<file path="config.mk">
export PLATFORM = sky130hd
export DESIGN_NAME = ex_operand_stage
export DESIGN_NICKNAME = d
export VERILOG_FILES = /design/src/rtl/ex_operand_stage.sv
export SDC_FILE = /design/constraint.sdc
export NUM_CORES = 1
export LEC_CHECK = 0
export CAP_MARGIN = 40
export CORE_AREA = 3 3 155 157
export DETAILED_ROUTE_END_ITERATION = 12
export DIE_AREA = 0 0 158 160
export GPL_ROUTABILITY_DRIVEN = 1
export MAX_ROUTING_LAYER = met4
export PLACE_DENSITY = 0.66
export SETUP_SLACK_MARGIN = 0.1
export SLEW_MARGIN = 40
export SYNTH_ARGS = -nofsm -noshare
export SYNTH_HDL_FRONTEND = slang
export SYNTH_SLANG_ARGS = --single-unit
</file>
<file path="constraint.sdc">
create_clock -name clk -period 1.7 [get_ports clk]
set_input_delay 0.17 -clock clk [delete_from_list [all_inputs] [get_ports clk]]
set_output_delay 0.17 -clock clk [all_outputs]
set_load 0.03 [all_outputs]
</file>
<file path="src/rtl/ex_operand_stage.sv">
// ex_operand_stage: ID/EX operand register, RAW forwarding from M/W and ALU source selection.
// Optional feature macro: EX_FORWARD_EN. When defined, operands are forwarded from Memory and
// Writeback, and stalled operands are refreshed. When undefined, ForwardAE/BE read 00 and a
// stall simply holds the E register.
module ex_operand_stage #(
  parameter int unsigned XLEN  = 32,
  parameter int unsigned RADDR = 5
) (
  input  logic             clk,
  input  logic             rst_n,
  input  logic [XLEN-1:0]  RD1D,
  input  logic [XLEN-1:0]  RD2D,
  input  logic [XLEN-1:0]  ImmExtD,
  input  logic [XLEN-1:0]  PCD,
  input  logic [RADDR-1:0] Rs1D,
  input  logic [RADDR-1:0] Rs2D,
  input  logic [RADDR-1:0] RdD,
  input  logic             ALUSrcD,
  input  logic [1:0]       ALUSrcAD,
  input  logic             ValidD,
  input  logic             StallE,
  input  logic             FlushE,
  input  logic [RADDR-1:0] RdM,
  input  logic [RADDR-1:0] RdW,
  input  logic             RegWriteM,
  input  logic             RegWriteW,
  input  logic [XLEN-1:0]  ALUResultM,
  input  logic [XLEN-1:0]  ResultW,
  output logic [XLEN-1:0]  SrcAE,
  output logic [XLEN-1:0]  SrcBE,
  output logic [XLEN-1:0]  WriteDataE,
  output logic [XLEN-1:0]  PCE,
  output logic [XLEN-1:0]  ImmExtE,
  output logic [RADDR-1:0] Rs1E,
  output logic [RADDR-1:0] Rs2E,
  output logic [RADDR-1:0] RdE,
  output logic             ValidE,
  output logic [1:0]       ForwardAE,
  output logic [1:0]       ForwardBE
);

  logic [XLEN-1:0] rd1E;
  logic [XLEN-1:0] rd2E;
  logic            aluSrcE;
  logic [1:0]      aluSrcAE;
  logic [XLEN-1:0] fwdA;
  logic [XLEN-1:0] fwdB;

`ifdef EX_FORWARD_EN
  // Hazard detection: M is the younger producer and wins over W; x0 is never forwarded.
  always_comb begin
    ForwardAE = 2'b00;
    ForwardBE = 2'b00;
    if (ValidE) begin
      if (RegWriteM && (RdM != '0) && (RdM == Rs1E)) begin
        ForwardAE = 2'b10;
      end else if (RegWriteW && (RdW != '0) && (RdW == Rs1E)) begin
        ForwardAE = 2'b01;
      end
      if (RegWriteM && (RdM != '0) && (RdM == Rs2E)) begin
        ForwardBE = 2'b10;
      end else if (RegWriteW && (RdW != '0) && (RdW == Rs2E)) begin
        ForwardBE = 2'b01;
      end
    end
  end

  // Forwarded operand values.
  always_comb begin
    unique case (ForwardAE)
      2'b10:   fwdA = ALUResultM;
      2'b01:   fwdA = ResultW;
      default: fwdA = rd1E;
    endcase
    unique case (ForwardBE)
      2'b10:   fwdB = ALUResultM;
      2'b01:   fwdB = ResultW;
      default: fwdB = rd2E;
    endcase
  end
`else
  // Without forwarding, hazards are resolved by stalling upstream.
  logic unusedFwdInputs;
  assign unusedFwdInputs = ^{RdM, RdW, RegWriteM, RegWriteW, ALUResultM, ResultW};
  assign ForwardAE = 2'b00;
  assign ForwardBE = 2'b00;
  assign fwdA      = rd1E;
  assign fwdB      = rd2E;
`endif

  // ALU source selection; encoding 11 on ALUSrcAE behaves as rs1.
  always_comb begin
    case (aluSrcAE)
      2'b01:   SrcAE = PCE;
      2'b10:   SrcAE = '0;
      default: SrcAE = fwdA;
    endcase
    SrcBE      = aluSrcE ? ImmExtE : fwdB;
    WriteDataE = fwdB;
  end

  // E register: flush beats stall beats load; a stall refreshes operands with forwarded values.
  always_ff @(posedge clk or negedge rst_n) begin
    if (!rst_n) begin
      rd1E     <= '0;
      rd2E     <= '0;
      ImmExtE  <= '0;
      PCE      <= '0;
      Rs1E     <= '0;
      Rs2E     <= '0;
      RdE      <= '0;
      aluSrcE  <= 1'b0;
      aluSrcAE <= 2'b00;
      ValidE   <= 1'b0;
    end else if (FlushE) begin
      rd1E     <= '0;
      rd2E     <= '0;
      ImmExtE  <= '0;
      PCE      <= '0;
      Rs1E     <= '0;
      Rs2E     <= '0;
      RdE      <= '0;
      aluSrcE  <= 1'b0;
      aluSrcAE <= 2'b00;
      ValidE   <= 1'b0;
    end else if (StallE) begin
`ifdef EX_FORWARD_EN
      rd1E <= fwdA;
      rd2E <= fwdB;
`endif
    end else begin
      rd1E     <= RD1D;
      rd2E     <= RD2D;
      ImmExtE  <= ImmExtD;
      PCE      <= PCD;
      Rs1E     <= Rs1D;
      Rs2E     <= Rs2D;
      RdE      <= RdD;
      aluSrcE  <= ALUSrcD;
      aluSrcAE <= ALUSrcAD;
      ValidE   <= ValidD;
    end
  end

endmodule

</file>
==> impl_metrics.ini <==
[timing]
finClkSkew_ns = 0
fin_crit_ns = 2.01
post-route-period-util = 1.18
holdWs_ns = 0.160
slew_viol_final = 0
fin_setup_tns_ns = -9.61
rsz0062_at_grt = yes
hold_viol = 0
fmax_mhz = 498
fin_ws_ns = -0.309
setup_viol = 59

[clocking]
clk_pin_slew_ns = 0.07
clk_path_buf_depth = 2
htreeDepth = 4
cts_buffers = 17
cts_tree = built
cts.sinks = 147
cts_root_buf = clkbuf_16
worstSkewPairLatency_ns = 0.42

[route]
drc = 0
wl_per_cell_um = 18.4
first_pass_iters = 4
routed_wl_um = 22100
vias_per_cell = 4.57
drtAntennaViolNets = 0
vias = 5486
first_iter_violations = 181

[setup_path]
startpoint_type = flop
cp_slowest_cell = dfrtp_1
r2r_end = aluSrcE
r2r_cells = 5
crit_type = reg -> out
worstPathMaxFanout = 7
timing.rr.start = aluSrcE
required_ns = 1.53
rrSetupSlack_ns = 0.63
path_buf_inv = 4
crit_path_end_kind = output pin
critical_path.top_delay_family = buffers and inverters
cp_data_arrival_time_ns = 1.84
slowest_delay_ns = 0.39
crit_chain = inv_2, ha_4, nor2b_4, buf_12, clkbuf_16, a22o_1, buf_6

[logic_synthesis]
synth_top_area_cell = dfrtp_1
postSynthAreaPerCell_um2 = 12.2
synth_warnings = 0
yosysTopAreaCellShare = 0.538
ys_ff_latch = 147
synth_cells = 559
synth_area_leaders = dfrtp_1, mux2i_1, nor2_1, mux2_2, buf_12
syn_area_mm2 = 0.00683
synth-seq-area-share = 0.538
yosysUniqueCellTypes = 16

[floorplanning]
die_x_um = 158
core-area_mm2 = 0.0226
die_h_um = 160
std_cell_rows = 55
io_pins = 407
start_util = 0.302
dieArea_mm2 = 0.0253

[cells_and_area]
diodes = 0
area_delta_synth_final_pct = 64.6
nNetsFinal = 1130
final_cell_mix = mux2i_1, nor2_1, clkdlybuf4s50_1, dfrtp_1, dlygate4sd2_1
final_layout_size_suffix_gt1_frac = 0.193
final_area_mm2 = 0.0112

[outcome]
violations = negative setup slack
run_status = finished with violations

[placement]
dp_hpwl_um = 15300
gp_congestion = 0.763
dpl_cell_area_mm2 = 0.0103
port_buffers = 326
pre_cts_ws_ns = -0.0448

[hold_path]
whs_endpoint = ImmExtE[25]
hold_class = in -> reg
hold_depth = 2
worstHoldStart = FlushE

[power_and_ir_drop]
ir_worst_vdd_uv = 523
p_per_area_mw_per_mm2 = 895
power.leakage_uw = 0.00579
power_uw = 10100

[grt]
grt.total_usage = 0.176
grt_max_degree = 51
gr-total-overflow = 0
antenna_found_initial = 0
grt_pass1_vias = 5717
grt_pass1_wl_um = 33300

[run]
cap_violations = 0
-- registers in the layout, indices dropped and copies added, names as in the netlist --
register	cells
ImmExtE	32
PCE	32
WriteDataE	32
fwdA	32
RdE	5
Rs1E	5
Rs2E	5
aluSrcAE	2
ValidE	1
aluSrcE	1
-- through the flow --
step,std cells,utilization
floorplan,562,-
global placement,1149,0.453
detailed placement,1149,0.453
CTS,1196,0.494
global route,1200,0.497
finish,1200,0.497
-- worst max path at each step --
stage / start / endpoint / slack (ns) / cells after the start
2_1_floorplan: aluSrcAE[0] / SrcAE[0] / 0.10 / 5
4_1_cts: aluSrcAE[0] / SrcAE[12] / -0.31 / 6
6_report: aluSrcAE[1] / SrcAE[18] / -0.31 / 7
5_1_grt: aluSrcAE[1] / SrcAE[16] / -0.39 / 7
3_5_place_dp: aluSrcE / SrcBE[22] / -0.04 / 3
3_3_place_gp: aluSrcE / SrcBE[5] / -0.04 / 3
-- report_power, final --
group / internal, µW / leakage (µW) / switching (µW)
combinational: 1090 / 0.00356 / 1200
clock: 2340 / 0.000284 / 1590
sequential: 3700 / 0.00195 / 153
total: 7130 / 0.00579 / 2940
-- synthesized netlist by cell type, drive strengths merged --
master,n
nor2b,1
ha,1
conb,1
mux2,32
mux2i,147
o21ai,1
inv,1
dfrtp,147
a22o,31
nor2,147
nand2,2
buf,34
clkbuf,14
-- final cells by class --
type                       count  area, µm²
multi-input combinational    366       2760
tap                          285        357
clock buffer                  19        433
sequential                   147       3680
inverter                       1       3.75
fill                        2107      11400
timing repair buffer         369       3840
clock inverter                13        174
-- layer usage --
layer  part of all wire  up-vias  GRT usage  wire length (µm)
li1                   -     2595          -                 -
met4             0.0095        0     0.0415               210
met2               0.49      204      0.284             10800
met1               0.44     2672      0.223              9680
met3              0.062       15     0.0442              1370
met5                  0        -          -                 0
-- worst register-to-register path: cells and delay by family (launching register included) --
family | cells | cell delay (ns)
buf+inv | 3 | 0.36
flops | 1 | 0.43
mux | 1 | 0.12
simple gates | 1 | 0.05
-- logic make-up after synthesis --
logic type,synth area share
buf+inv,0.0676
compound gates,0.0405
flops,0.538
simple gates,0.0831
mux,0.268
other cells,0.000549
fa+ha+maj,0.00183
-- what timing repair did --
item                                    in CTS  in global routing
endpoints found under the setup margin     176                 64
hold buffers                                 1                  0
gates resized for setup                    369                 13
endpoints found under the hold margin       37                  0
pin swaps                                   10                  8
cloned                                       4                  1
setup buffers                               10                  5
(Power assumes the default switching activity.)
